File: src/rtl/alu_control_mc.sv
// ALU control decoder with a counter-driven FSM for multi-cycle mul/div/rem.
// Single-cycle ops decode combinationally; multi-cycle ops stall for a fixed latency and then pulse Done.
module alu_control_mc #(
    parameter int CTRL_W     = 4,
    parameter int MUL_CYCLES = 4,
    parameter int DIV_CYCLES = 16,
    parameter int CNT_W      = 8
) (
    input  logic              clk,
    input  logic              rst,
    input  logic              Valid,
    input  logic [1:0]        Aluop,
    input  logic [5:0]        Func,
    output logic [CTRL_W-1:0] Alucontrol,
    output logic              MulDiv,
    output logic              Stall,
    output logic              Done,
    output logic              Illegal
);

    typedef enum logic [1:0] {
        IDLE = 2'd0,
        RUN  = 2'd1,
        DONE = 2'd2
    } state_t;

    localparam logic [3:0] OP_ADD = 4'b0010;
    localparam logic [3:0] OP_SUB = 4'b0110;
    localparam logic [3:0] OP_AND = 4'b0000;
    localparam logic [3:0] OP_OR  = 4'b0001;
    localparam logic [3:0] OP_SLT = 4'b0111;
    localparam logic [3:0] OP_NOR = 4'b1100;
    localparam logic [3:0] OP_MUL = 4'b1000;
    localparam logic [3:0] OP_DIV = 4'b1001;
    localparam logic [3:0] OP_REM = 4'b1010;

    // Counter is loaded with LAT-1 so that RUN lasts exactly LAT cycles.
    localparam logic [CNT_W-1:0] MUL_LOAD = CNT_W'(MUL_CYCLES - 1);
    localparam logic [CNT_W-1:0] DIV_LOAD = CNT_W'(DIV_CYCLES - 1);

    state_t            state, state_nxt;
    logic [CNT_W-1:0]  cnt, cnt_nxt;
    logic [CTRL_W-1:0] op_q, op_nxt;

    logic [3:0]        dec_code;
    logic              dec_multi;
    logic              dec_bad;
    logic              accept;
    logic [CNT_W-1:0]  lat_load;

    always_comb begin
        dec_code  = OP_ADD;
        dec_multi = 1'b0;
        dec_bad   = 1'b0;
        case (Aluop)
            2'b11: dec_code = OP_ADD;
            2'b01: dec_code = OP_SUB;
            2'b10: dec_code = Func[3:0];
            default: begin
                case (Func)
                    6'd0: dec_code = OP_ADD;
                    6'd1: dec_code = OP_SUB;
                    6'd2: dec_code = OP_AND;
                    6'd3: dec_code = OP_OR;
                    6'd4: dec_code = OP_SLT;
                    6'd5: dec_code = OP_NOR;
                    6'd6: begin
                        dec_code  = OP_MUL;
                        dec_multi = 1'b1;
                    end
                    6'd7: begin
                        dec_code  = OP_DIV;
                        dec_multi = 1'b1;
                    end
                    6'd8: begin
                        dec_code  = OP_REM;
                        dec_multi = 1'b1;
                    end
                    default: begin
                        dec_code = OP_ADD;
                        dec_bad  = 1'b1;
                    end
                endcase
            end
        endcase
    end

    assign accept   = Valid & dec_multi;
    assign lat_load = (dec_code == OP_MUL) ? MUL_LOAD : DIV_LOAD;

    always_ff @(posedge clk) begin
        if (rst) begin
            state <= IDLE;
            cnt   <= '0;
            op_q  <= '0;
        end else begin
            state <= state_nxt;
            cnt   <= cnt_nxt;
            op_q  <= op_nxt;
        end
    end

    always_comb begin
        state_nxt  = state;
        cnt_nxt    = cnt;
        op_nxt     = op_q;
        Alucontrol = CTRL_W'(dec_code);
        MulDiv     = 1'b0;
        Stall      = 1'b0;
        Done       = 1'b0;
        Illegal    = 1'b0;
        case (state)
            IDLE, DONE: begin
                Illegal = Valid & dec_bad;
                if (state == DONE) begin
                    Done       = 1'b1;
                    MulDiv     = 1'b1;
                    Alucontrol = op_q;
                    state_nxt  = IDLE;
                end
                // DONE accepts a new multi-cycle op exactly like IDLE does.
                if (accept) begin
                    Stall     = 1'b1;
                    state_nxt = RUN;
                    cnt_nxt   = lat_load;
                    op_nxt    = CTRL_W'(dec_code);
                end
            end
            RUN: begin
                Alucontrol = op_q;
                MulDiv     = 1'b1;
                Stall      = 1'b1;
                if (cnt == '0) begin
                    state_nxt = DONE;
                end else begin
                    cnt_nxt = cnt - 1'b1;
                end
            end
            default: begin
                state_nxt = IDLE;
            end
        endcase
    end

endmodule
File: config.mk
export PLATFORM = sky130hd
export DESIGN_NAME = alu_control_mc
export DESIGN_NICKNAME = d
export VERILOG_FILES = /design/src/rtl/alu_control_mc.sv
export SDC_FILE = /design/constraint.sdc
export NUM_CORES = 1
export LEC_CHECK = 0
export ABC_CLOCK_PERIOD_IN_PS = 4100
export CORE_MARGIN = 2
export CORE_UTILIZATION = 58
export CTS_BUF_LIST = sky130_fd_sc_hd__clkbuf_2
export CTS_CLUSTER_DIAMETER = 40
export CTS_CLUSTER_SIZE = 12
export DETAILED_ROUTE_END_ITERATION = 8
export HOLD_SLACK_MARGIN = 0.12
export PLACE_DENSITY = 0.87
export SETUP_SLACK_MARGIN = 0.5
export SYNTH_ARGS = -nofsm -noshare
export SYNTH_HDL_FRONTEND = slang
export SYNTH_SLANG_ARGS = --single-unit
File: constraint.sdc
create_clock -name clk -period 4.1 [get_ports clk]
set_input_delay 0.82 -clock clk [delete_from_list [all_inputs] [get_ports clk]]
set_output_delay 0.82 -clock clk [all_outputs]
set_load 0.02 [all_outputs]
; ---- Yosys cells after proc, flatten, opt, wreduce, memory -nomap -nowiden
; Index checks and enable logic that the tools add are counted.
[word_totals]
ff_bits = 14
latch_bits = 0
mem_bits_rw = 0
rom_bits = 0
input_bits = 11
word_cells = 57
n_memories = 0
[classes]
n_addsub = 1
multipliers = 0
div_mod_pow = 0
n_lt_le_gt_ge = 0
eq_ne = 18
shifts = 0
mux = 22
n_bitwise = 2
reduce_logical = 11
[ops]
columns = cell, n
row1 = 4-bit case mux with 8 select lines, 1
row2 = 6-bit by 3-bit == test with 1-bit output (second input constant), 4
row3 = 8-bit 2-to-1 mux, 2
row4 = 8-bit case mux with 2 select lines, 1
row5 = 6-bit by 2-bit == test with 1-bit output (second input constant), 2
row6 = 4-bit case mux with 3 select lines, 1
row7 = 9-bit OR reduction, 1
row8 = 8-bit zero test, 1
row9 = 1-bit 2-to-1 mux, 8
row10 = 4-bit 2-to-1 mux, 2
row11 = 4-bit case mux with 2 select lines, 1
row12 = 8-bit by 1-bit subtractor with 8-bit output (second input constant), 1
row13 = 2-bit == test (second input constant), 3
row14 = 6-bit by 1-bit == test with 1-bit output (second input constant), 1
row15 = 6-bit by 4-bit == test with 1-bit output (second input constant), 1
row16 = 6-bit zero test, 1
row17 = 2-bit 2-to-1 mux, 3
row18 = 2-bit inequality test (second input constant), 3
row19 = 3-bit OR reduction, 2
row20 = 2-bit by 1-bit == test with 1-bit output (second input constant), 2
row21 = 4-bit == test (second input constant), 1
row22 = 1-bit case mux with 2 select lines, 2
row23 = 2-bit case mux with 2 select lines, 1
row24 = 2-bit AND reduction, 2
row25 = 6 further kinds, 7

; ---- Depth between registers and ports, before layout
[logic_depth]
depth_word = 7
mapped_depth = 7
ltp_nobuf = 7

; ---- Worst setup path after synthesis
; Ideal clock, no wire load.
[synth_path]
path_kind = input to output
startpoint = in Func[1]
endpoint = out Stall
t_arrival_ps = 2095
t_required_ps = 3280
slack_ps = 1185
cell_stages = 4
n_path_buf = 1
cell_sequence = buf_6 -> or4b_4 -> a211oi_4 -> mux2_2
[synth_between]
elab_chain_len = 7
elab_cells_between_ends = 9
cone_classes = eq/ne: 3 / mux: 4 / bitwise: 1 / reduce/logical: 1
[synth_lines]
columns = item, line
row1 = start: declaration, 13  ; input logic [5:0] Func,
row2 = 6-bit by 4-bit == test with 1-bit output or 6-bit by 3-bit == test with 1-bit output (tied branches), 60  ; case (Func)
row3 = 3-bit OR reduction (no source line) (*), -
row4 = 1-bit 2-to-1 mux (*), 60
row5 = 1-bit 2-to-1 mux (*), 55  ; case (Aluop)
row6 = 1-bit AND (*), 88  ; assign accept = Valid & dec_multi;
row7 = 1-bit 2-to-1 mux (*), 122  ; if (accept) begin
row8 = 1-bit case mux with 2 select lines (*), 112  ; case (state)
row9 = end: declaration, 16  ; output logic Stall,
; Every way passes the cells marked *; elsewhere a longest branch is shown, timed or not.

; ---- Worst setup path in the final report
[layout_path]
startpoint = in Func[5]
endpoint = out Alucontrol[1]
[layout_between]
elab_chain_len = 5
elab_cells_between_ends = 12
cone_classes = eq/ne: 8 / mux: 4
[layout_lines]
columns = item, line
row1 = "6-bit by 4-bit == test with 1-bit output, or another cell as far along", 60
row2 = 4-bit case mux with 8 select lines (*), 60
row3 = 4-bit case mux with 3 select lines (*), 55
row4 = 4-bit 2-to-1 mux, 115  ; if (state == DONE) begin
row5 = 4-bit case mux with 2 select lines (*), 112
row6 = end: declaration, 14  ; output logic [CTRL_W-1:0] Alucontrol,
; Marked as above.

==> run_results.csv <==
group,metric,value,unit
status,outcome,"completed",
layout,drive_above_1_share,13.2,%
routing,drcViolationCount,0,
routing,wl,2580,um
critical_path,crit_fanout,5,
critical_path,crit_arrival,2670,ps
grt,grt_max_degree,15,
critical_path,worstRegToRegCells,7,
synthesis,yosys-top-cells-area,"dfxtp_1, ha_1, nor2_1",
synthesis,ys_types,44,
timing,slew_viol_final,0,
synthesis,syn_avg_cell_area,8.13,sq um
routing,vias,1082,
critical_path,cp-start-kind,"primary input",
floorplanning,die_area,0.00215,sq mm
critical_path,cp.required,3280,ps
routing,viasPerCell,6.11,
timing,finalHoldViolCount,0,
timing,finalSetupTns,0,ps
synthesis,synth.top_cell.area_share,26.9,%
synthesis,netlist_area,0.00104,sq mm
timing,relSlewSlack,64.1,%
clock_tree,h-tree-depth,1,
routing,ant_nets,0,
synthesis,yosys.area.top_type,"dfxtp_1",
routing,dr.first_iter.drc_count,27,
worst_hold_path,hp-start,"cnt[0]$_SDFFE_PP0P_",
critical_path,critPathLaunch,"Func[5]",
clock_tree,path_clk_slew,150,ps
clock_tree,cts_root_buf,"clkbuf_2",
critical_path,r2r-start,"state[1]$_SDFFE_PP0P_",
grt,overflow,0,
placement,pre_cts_slack,102,ps
synthesis,synth_top_family_by_area,"simple AND/OR/NAND/NOR gates",
clock_tree,cts_tree,"done",
clock_tree,cts.sinks,14,
floorplanning,die_h,46.4,um
power_and_ir_drop,p_leak,0.520,nW
placement,gp_congestion,0.792,
routing,avgRoutedWirePerCell,14.6,um
clock_tree,worstSkewPairLatency,290,ps
floorplanning,start_util,61.0,%
critical_path,reg2reg_slack,1940,ps
placement,dp_hpwl,1950,um
synthesis,syn_nets,145,
timing,layout_min_cycle_time,3490,ps
synthesis,synthXorXnorAreaFrac,0.841,%
synthesis,synth_edf_count,0,
critical_path,end_kind,"primary output",
layout,final_core_util,77.1,%
routing,dr.pass1.iters,5,
synthesis,ys.flop_type,"dfxtp_1",
critical_path,critPathKind,"in2out",
synthesis,muxShareOfSynthArea,2.04,%
grt,grt_first_pass_wirelength,4300,um
critical_path,endpoint,"Alucontrol[1]",
layout,layout_commonest_cell,"nor2_1",
synthesis,synth-simple-area-share,29.7,%
timing,setup_ws,607,ps
synthesis,seq_area_frac_synth,26.9,%
clock_tree,cts_buffer_depth,2,
layout,layout_common_cells,"nor2_1, dfxtp_1, clkdlybuf4s50_1",
synthesis,ys_ff_latch,14,
power_and_ir_drop,power_density,441,mW/mm^2
timing,worst_pin_slew,536,ps
layout,num-nets-final,170,
worst_hold_path,hold_class,"reg2reg",
critical_path,reg2reg_to,"cnt[3]$_SDFFE_PP0P_",
timing,period_share,85.2,%
synthesis,syn_inst,128,
layout,synthToLayoutAreaGrowth,26.6,%
timing,finalClockSkew,11.0,ps
grt,grt_pass1_vias,999,
synthesis,async_flop_share,0,%
timing,rsz0062_at_grt,"false",
floorplanning,die_w,46.4,um
job,maxCapViolCount,0,
floorplanning,core-area,0.00171,sq mm
grt,track_usage,27.8,%
floorplanning,io_pins,19,
layout,n_antenna_cell,0,
timing,setup_violations,0,
timing,fmax,286,MHz
clock_tree,numCtsBuffers,3,
floorplanning,fp-row-count,15,
synthesis,synth_warnings,0,
power_and_ir_drop,ir_drop,0.000331,V
synthesis,synth_compound_area_share,28.6,%
grt,antenna_found_initial,0,
placement,port_buffers,18,
synthesis,synth-adder-area-share,7.21,%
## final cells by class
| class | count | area (sq um) |
|---|---|---|
| clock buffer | 3 | 15.0 |
| clock inverter | 1 | 3.75 |
| fill | 120 | 390 |
| inverter | 7 | 26.3 |
| multi-input combinational | 103 | 739 |
| sequential | 14 | 280 |
| tap | 25 | 31.3 |
| timing repair buffer | 24 | 221 |
## synth_stat cells (all sizes together), types with 2 or more instances
master  instances
a211oi          5
a21o            3
a21oi           9
clkbuf          3
dfxtp          14
ha              6
inv             7
nand2           3
nand2b          5
nand3b          2
nor2           19
nor3            3
nor3b           4
nor4            3
o21a            2
o21ai           6
o21bai          2
o311ai          2
o31ai           2
or3             5
or4             3
## worst max-delay path, cell delays in order
cell and delay, ps:
clkdlybuf4s50_1 460, or3_4 430, or3_1 380, a21oi_2 170
o21ai_0 80, dlygate4sd2_1 330
## routing by layer
metal | share of wire (%) | global-route usage [%]
met1 | 44 | 34.4
met2 | 49 | 44.4
met3 | 5.5 | 7.06
met4 | 2.1 | 13.1
met5 | 0 | 0
## state kept, by name, summed over array words and instances, names as in the netlist
register and cells:
cnt 8, op_q 4, state 2
## how the worst min path moves through the flow
stage | endpoint | depth (start not counted)
after floorplan | cnt[0]$_SDFFE_PP0P_ | 1
after global placement | cnt[0]$_SDFFE_PP0P_ | 1
after detailed placement | cnt[0]$_SDFFE_PP0P_ | 1
after CTS | cnt[0]$_SDFFE_PP0P_ | 1
after global routing | op_q[2]$_SDFFE_PP0P_ | 1
final | cnt[0]$_SDFFE_PP0P_ | 1
## metrics by stage
stage / hold slack (ps) / instance area [sq um] / total power, mW / std cells
2_1_floorplan: 437 / 1040 / 0.415 / 128
3_3_place_gp: 452 / 1270 / 0.502 / 172
3_5_place_dp: 467 / 1270 / 0.514 / 172
4_1_cts: 489 / 1310 / 0.578 / 177
5_1_grt: 509 / 1320 / 0.621 / 177
6_report: 488 / 1320 / 0.580 / 177
## report_power, final
group          internal [mW]  total (mW)  switching [mW]
combinational          0.134       0.320           0.186
sequential             0.165       0.192          0.0275
clock                 0.0212      0.0687          0.0475
total                  0.319       0.580           0.261
## repair_timing
item / in CTS / in global routing
setup endpoints to repair: 5 / 4
hold buffers: 0 / 0
gates resized for setup: 7 / 6
setup buffers: 1 / 0
pin swaps: 1 / 0
gates cloned: 0 / 0
## cells by family (layout without fill, tap and decap cells)
logic type / count (synthesis) / in the layout
compound gates: 40 / 40
buf+inv: 11 / 35
simple gates: 54 / 54
xor+xnor: 1 / 1
fa+ha+maj: 6 / 6
flops: 14 / 14
mux: 2 / 2
Note: power is estimated with default switching activity, not from simulation.
